==> src/rtl/hazard_ctrl.sv <==
// Hazard and stall sequencer for the 5-stage core: memory freeze, multi-cycle
// multiply hold, load-use bubble and deferred IF/ID flush on taken branches.
module hazard_ctrl #(
    parameter int REG_W       = 5,
    parameter int MUL_CYCLES  = 4,
    parameter int MEM_TIMEOUT = 255
) (
    input  logic             clk,
    input  logic             rst,
    input  logic [REG_W-1:0] ifid_rs,
    input  logic [REG_W-1:0] ifid_rt,
    input  logic [REG_W-1:0] idex_rt,
    input  logic             idex_memread,
    input  logic             ex_mul,
    input  logic             exmem_memread,
    input  logic             exmem_memwrite,
    input  logic             dmem_ready,
    input  logic             branch_taken,
    output logic             stall,
    output logic             pc_write,
    output logic             ifid_write,
    output logic             idex_write,
    output logic             exmem_bubble,
    output logic             ifid_flush,
    output logic             mem_err,
    output logic [1:0]       ctrl_state
);

    typedef enum logic [1:0] {
        S_RUN      = 2'd0,
        S_MEM_WAIT = 2'd1,
        S_MUL_WAIT = 2'd2
    } state_t;

    localparam int MUL_W = $clog2(MUL_CYCLES);
    localparam logic [MUL_W-1:0] MUL_LOAD = MUL_W'(MUL_CYCLES - 1);
    localparam logic [MUL_W-1:0] MUL_ONE  = MUL_W'(1);
    localparam logic [7:0]       MEM_LIM  = 8'(MEM_TIMEOUT);

    state_t           state, state_nxt;
    logic [MUL_W-1:0] mul_cnt, mul_cnt_nxt;
    logic [7:0]       mem_cnt, mem_cnt_nxt;
    logic             flush_pend, flush_pend_nxt;

    logic freeze;
    logic load_use;
    logic in_mul;
    logic flush_req;
    logic err_set;

    assign freeze    = (exmem_memread | exmem_memwrite) & ~dmem_ready;
    assign load_use  = idex_memread & (idex_rt != '0) &
                       ((idex_rt == ifid_rs) | (idex_rt == ifid_rt));
    assign in_mul    = (state == S_MUL_WAIT);
    assign flush_req = branch_taken | flush_pend;

    // Saturating freeze-length counter; the timeout flag is sticky until reset.
    assign mem_cnt_nxt = freeze ? ((mem_cnt == 8'hFF) ? mem_cnt : mem_cnt + 8'd1) : 8'd0;
    assign err_set     = freeze & (mem_cnt_nxt == MEM_LIM);

    assign ctrl_state = state;

    always_comb begin
        // NOTE: every output and next-state term gets a default first so no latches are inferred.
        stall          = 1'b0;
        pc_write       = 1'b1;
        ifid_write     = 1'b1;
        idex_write     = 1'b1;
        exmem_bubble   = 1'b0;
        ifid_flush     = 1'b0;
        state_nxt      = state;
        mul_cnt_nxt    = mul_cnt;
        flush_pend_nxt = flush_pend;

        if (rst) begin
            stall      = 1'b1;
            pc_write   = 1'b0;
            ifid_write = 1'b0;
            idex_write = 1'b0;
        end else if (freeze) begin
            // Whole pipeline frozen; a multiply keeps its state and count.
            pc_write       = 1'b0;
            ifid_write     = 1'b0;
            idex_write     = 1'b0;
            state_nxt      = in_mul ? S_MUL_WAIT : S_MEM_WAIT;
            flush_pend_nxt = flush_req;
        end else if (in_mul) begin
            pc_write       = 1'b0;
            ifid_write     = 1'b0;
            flush_pend_nxt = flush_req;
            if (mul_cnt == MUL_ONE) begin
                // Last EX cycle: let the product move on to MEM.
                idex_write  = 1'b1;
                state_nxt   = S_RUN;
                mul_cnt_nxt = '0;
            end else begin
                idex_write   = 1'b0;
                exmem_bubble = 1'b1;
                mul_cnt_nxt  = mul_cnt - MUL_ONE;
            end
        end else if (ex_mul) begin
            // First EX cycle of the multiply counts toward MUL_CYCLES.
            pc_write       = 1'b0;
            ifid_write     = 1'b0;
            idex_write     = 1'b0;
            exmem_bubble   = 1'b1;
            state_nxt      = S_MUL_WAIT;
            mul_cnt_nxt    = MUL_LOAD;
            flush_pend_nxt = flush_req;
        end else if (load_use) begin
            stall          = 1'b1;
            pc_write       = 1'b0;
            ifid_write     = 1'b0;
            state_nxt      = S_RUN;
            flush_pend_nxt = flush_req;
        end else begin
            ifid_flush     = flush_req;
            state_nxt      = S_RUN;
            flush_pend_nxt = 1'b0;
        end
    end

    always_ff @(posedge clk) begin
        // NOTE: state registers use non-blocking assignments so all flops update together.
        if (rst) begin
            state      <= S_RUN;
            mul_cnt    <= '0;
            mem_cnt    <= '0;
            flush_pend <= 1'b0;
            mem_err    <= 1'b0;
        end else begin
            state      <= state_nxt;
            mul_cnt    <= mul_cnt_nxt;
            mem_cnt    <= mem_cnt_nxt;
            flush_pend <= flush_pend_nxt;
            mem_err    <= mem_err | err_set;
        end
    end

endmodule
==> config.mk <==
export PLATFORM = sky130hd
export DESIGN_NAME = hazard_ctrl
export DESIGN_NICKNAME = d
export VERILOG_FILES = /design/src/rtl/hazard_ctrl.sv
export SDC_FILE = /design/constraint.sdc
export NUM_CORES = 1
export LEC_CHECK = 0
export CELL_PAD_IN_SITES_DETAIL_PLACEMENT = 0
export CELL_PAD_IN_SITES_GLOBAL_PLACEMENT = 1
export CORE_ASPECT_RATIO = 1.75
export CORE_MARGIN = 2
export CORE_UTILIZATION = 33
export CTS_CLUSTER_DIAMETER = 200
export DETAILED_ROUTE_END_ITERATION = 7
export GPL_TIMING_DRIVEN = 0
export HOLD_SLACK_MARGIN = 0.02
export PLACE_DENSITY_LB_ADDON = 0.1
export SYNTH_ARGS = -nofsm -noshare
export SYNTH_HDL_FRONTEND = slang
export SYNTH_SLANG_ARGS = --single-unit
export TNS_END_PERCENT = 20
==> constraint.sdc <==
create_clock -name clk -period 3.18 [get_ports clk]
set_input_delay 0.477 -clock clk [delete_from_list [all_inputs] [get_ports clk]]
set_output_delay 0.477 -clock clk [all_outputs]
set_load 0.01 [all_outputs]
# Word-level counts from Yosys, hierarchy flattened
# Cells that the tools add are included.
[op_classes]
n_addsub = 2
eq_ne = 7
mux = 39
bitwise_logic = 10
reduce_logical = 3
[ops]
columns = ["op", "count"]
rows = [
  ["2-to-1 mux 1 bit", 29],
  ["== test 8 bit, second input constant", 2],
  ["2-to-1 mux 2 bit", 8],
  ["2-to-1 mux 8 bit", 2],
  ["== test 5 bit", 2],
  ["adder 8 x 1 -> 8 bit, second input constant", 1],
  ["nonzero test 5 bit", 1],
  ["AND 1 bit", 4],
  ["OR 1 bit", 4],
  ["!= test 3 x 2 -> 1 bit, second input constant", 1],
  ["== test 2 x 1 -> 1 bit, second input constant", 1],
  ["== test 2 bit, second input constant", 1],
  ["NOT 1 bit", 2],
  ["AND reduction 2 bit", 1],
  ["nonzero test 2 bit", 1],
  ["subtractor 2 x 1 -> 2 bit, second input constant", 1],
]
[word_totals]
ff_bits = 14
input_bits = 23
out_inout_bits = 9
word_cells = 66

# Depth between registers and ports, before layout
[logic_depth]
ltp_word = 8
ltp_mapped = 7
ltp_nobuf = 6

# Worst setup path before layout
# No wires, ideal clock.
[synth_timing]
kind = "in2out"
from = "input port idex_rt[1]"
to = "output port pc_write"
arrival_ps = 1888
t_required_ps = 2703
slack_ps = 815
path_stages = 5
n_path_buf = 1
cell_sequence = "or4_1 -> o21ai_1 -> a21oi_1 -> nor4_1 -> buf_4"
[synth_between]
elab_chain_cells = 8
word_cells_on_any_way = 11
classes_between = "2 x eq/ne; 5 x mux; 3 x bitwise; 1 x reduce/logical"
[synth_rtl]
columns = ["element", "line", "source"]
rows = [
  ["start, declared", "12", "input logic [REG_W-1:0] idex_rt,"],
  ["== test 5 bit or nonzero test 5 bit (tied branches)", "53, 52", ""],
  ["OR 1 bit or AND 1 bit (tied branches)", "53, 52", ""],
  ["AND 1 bit (*)", "52", "assign load_use = idex_memread & (idex_rt != '0) &"],
  ["2-to-1 mux 1 bit (*) (5 in a row)", "n/a", ""],
  ["end, declared", "20", "output logic pc_write,"],
]
# Mark *: on every way between the ends. The rest lies on a longest branch, timed or not.

# Final worst setup path
[layout_timing]
from = "input port idex_rt[1]"
to = "output port pc_write"
[layout_between]
elab_chain_cells = 8
word_cells_on_any_way = 11
classes_between = "2 x eq/ne; 5 x mux; 3 x bitwise; 1 x reduce/logical"
[layout_rtl]
columns = ["element", "line", "source"]
rows = [
  ["== test 5 bit or nonzero test 5 bit (tied branches)", "53, 52", ""],
  ["OR 1 bit or AND 1 bit (tied branches)", "53, 52", ""],
  ["AND 1 bit (*)", "52", ""],
  ["2-to-1 mux 1 bit (*)", "110", "end else if (load_use) begin"],
  ["2-to-1 mux 1 bit (*)", "101", "end else if (ex_mul) begin"],
  ["2-to-1 mux 1 bit (*)", "87", "end else if (in_mul) begin"],
  ["2-to-1 mux 1 bit (*)", "80", "end else if (freeze) begin"],
  ["2-to-1 mux 1 bit (*)", "75", "if (rst) begin"],
]
# Marks and branches as above.

==> metrics.csv <==
metric,value,unit
status,completed,
syn_nets,134,
synth_seq_area_share,31.33,%
die_area,3160,um^2
grt.total_usage,14.19,%
layout_min_cycle_time,3.056,ns
crit_top_cell,clkdlybuf4s50_1,
yosysUniqueCellTypes,39,
gp_congestion,0.8544,
drive_gt1_share,9.028,%
dp_hpwl,1717,um
grt_start_max_net_pins,11,
synth_edf_count,0,
synthCells,109,
syn_area_per_cell,8.207,um^2
die_width,43.36,um
io_buffers,31,
fmax,327.3,MHz
drv_slew,0,
io_pins,32,
syn-cell-area,894.6,um^2
placedCellCount,167,
worstPathMaxFanout,4,
post_drt_wl_per_cell,11.95,um
critPathKind,in2out,
r2r_cells,7,
cts_inserted_buffers,3,
total_power,0.0004556,W
fin_hold_ws,0.4759,ns
tightestPinTransition,0.4487,ns
clock_sinks,14,
report.final.setup_viol,0,
firstDrtPassIters,4,
rows,25,
finalNetCount,170,
start_util,34.05,%
routed_wl,2043,um
cp_cell_sequence,"clkdlybuf4s50_1, or4_1, o21ai_1, a21oi_1, nor4_2, buf_4, clkdlybuf4s50_1",
cap_violations,0,
antenna_cells,0,
antenna_found_initial,0,
worst_path_max_delay_cell,or4_1,
worstPathRequired,2.70,ns
grt_first_pass_wirelength,3429,um
hold_depth,2,
htreeDepth,1,
viasPerCell,5.199,
period_share,96.09,%
placed_area,1239,um^2
skew,0.002317,ns
end_kind,primary output,
grt_pass1_vias,837,
grt_overflow,0,
crit_path_max_incr_delay,0.54,ns
p_per_area,350.5,nW/um^2
hold_class,reg2reg,
synth_async_sr_flop_share,0,%
ys_warn_count,0,
final_util,49.48,%
first_iter_violations,13,
clkSlewWorstSetupHoldPaths,0.06,ns
cp.arrival,2.58,ns
layout_common_cells,"31 x clkdlybuf4s50_1, 14 x dfxtp_1, 11 x nor2_1, 7 x nand2_1, 7 x xor2_1",
clockBufferDepth,2,
max_slew_margin,69.98,%
vias,889,
rsz0062_at_grt,no,
ant_nets,0,
area_delta_synth_final,45.32,%
clk_latency,0.24,ns
coreArea,2628,um^2
drcViolationCount,0,
finalHoldViolations,0,
synth_ff_type,dfxtp_1,
cts_tree,yes,
root_buffer,clkbuf_8,
die_y,72.88,um
mostFrequentLayoutCell,clkdlybuf4s50_1,
final_area,1300,um^2
p_leak,0.4770,nW
fin_cells,171,
peakVddDrop,0.2074,mV
start_kind,input port,
synth-seq-cells,14,
==> path summary, 6_finish.rpt <==
check,startpoint,to,slack [ns]
worst max-delay path,idex_rt[1],pc_write,0.12
worst min-delay path,mem_err$_SDFF_PP0_,mem_err$_SDFF_PP0_,0.48
worst max register to register,mem_cnt[0]$_SDFF_PP0_,mem_err$_SDFF_PP0_,1.23
worst min register to register,mem_err$_SDFF_PP0_,mem_err$_SDFF_PP0_,0.48
==> worst max-delay path: cells and delay by family <==
| family | cells | cell delay [ns] |
|---|---|---|
| buffers and inverters | 3 | 1.14 |
| AND/OR/NAND/NOR | 2 | 0.74 |
| AO/OA/AOI/OAI | 2 | 0.22 |
==> through the flow <==
stage / setup WS (ns) / TNS [ns]
floorplan: 0.8146 / 0
global placement: -0.03867 / -0.03867
detailed placement: -0.05202 / -0.05202
CTS: 0.004929 / 0
global route: 0.001889 / 0
finish: 0.1243 / 0
==> state kept, by name, indices dropped and copies added (netlist names) <==
| register | count |
|---|---|
| mem_cnt | 8 |
| ctrl_state | 2 |
| mul_cnt | 2 |
| flush_pend | 1 |
| mem_err | 1 |
==> area by class of cell <==
cell class / count / area, um^2
Fill cell: 280 / 1328
Multi-Input combinational cell: 86 / 566.8
Timing Repair Buffer: 31 / 310.3
Sequential cell: 14 / 280.3
Clock buffer: 4 / 55.05
Buffer: 5 / 38.79
Tap cell: 27 / 33.78
Inverter: 4 / 15.01
==> synthesized netlist by cell type, types with 4 or more instances <==
cell	count	area (um^2)
nand2_1	7	26.28
nor2_1	11	41.29
xnor2_1	5	43.79
a21oi_1	6	30.03
nand3_1	5	25.02
inv_1	4	15.01
dfxtp_1	14	280.3
a31oi_1	5	31.28
xor2_1	7	61.31
nor3_1	6	30.03
o21ai_0	5	25.02
==> per-layer routing <==
| layer | routed length [um] | share of wire (%) | up-vias | global-route usage, % |
|---|---|---|---|---|
| met4 | 44 | 2.2 | 0 | 8.754 |
| met3 | 61 | 3.0 | 4 | 2.475 |
| met2 | 1169 | 57 | 21 | 25.37 |
| met5 | 0 | 0 | - | 0 |
| li1 | - | - | 460 | - |
| met1 | 768 | 38 | 404 | 14.76 |
==> power breakdown <==
group | internal, W | leakage (nW) | switching (W)
combinational | 0.0000588 | 0.334 | 0.0000400
clock | 0.000109 | 0.0288 | 0.0000612
sequential | 0.000182 | 0.114 | 0.00000412
==> logic make-up (layout without fill, tap and decap cells) <==
| family | after synthesis | count (layout) | share of synthesized area, % |
|---|---|---|---|
| AND/OR/NAND/NOR | 45 | 45 | 27.83 |
| flip-flops | 14 | 14 | 31.33 |
| buffers and inverters | 9 | 44 | 6.014 |
| AO/OA/AOI/OAI | 27 | 27 | 20.28 |
| adder cells (fa/ha/maj) | 2 | 2 | 2.797 |
| XOR/XNOR | 12 | 12 | 11.75 |
==> timing repair <==
| item | in CTS | in global routing |
|---|---|---|
| endpoints found under the hold margin | 0 | 0 |
| pin swaps | 0 | 1 |
| resized for setup | 1 | 0 |
| hold buffers | 0 | 0 |
| buffers inserted | 0 | 0 |
| setup endpoints to repair | 1 | 1 |
(Power assumes the default switching activity.)
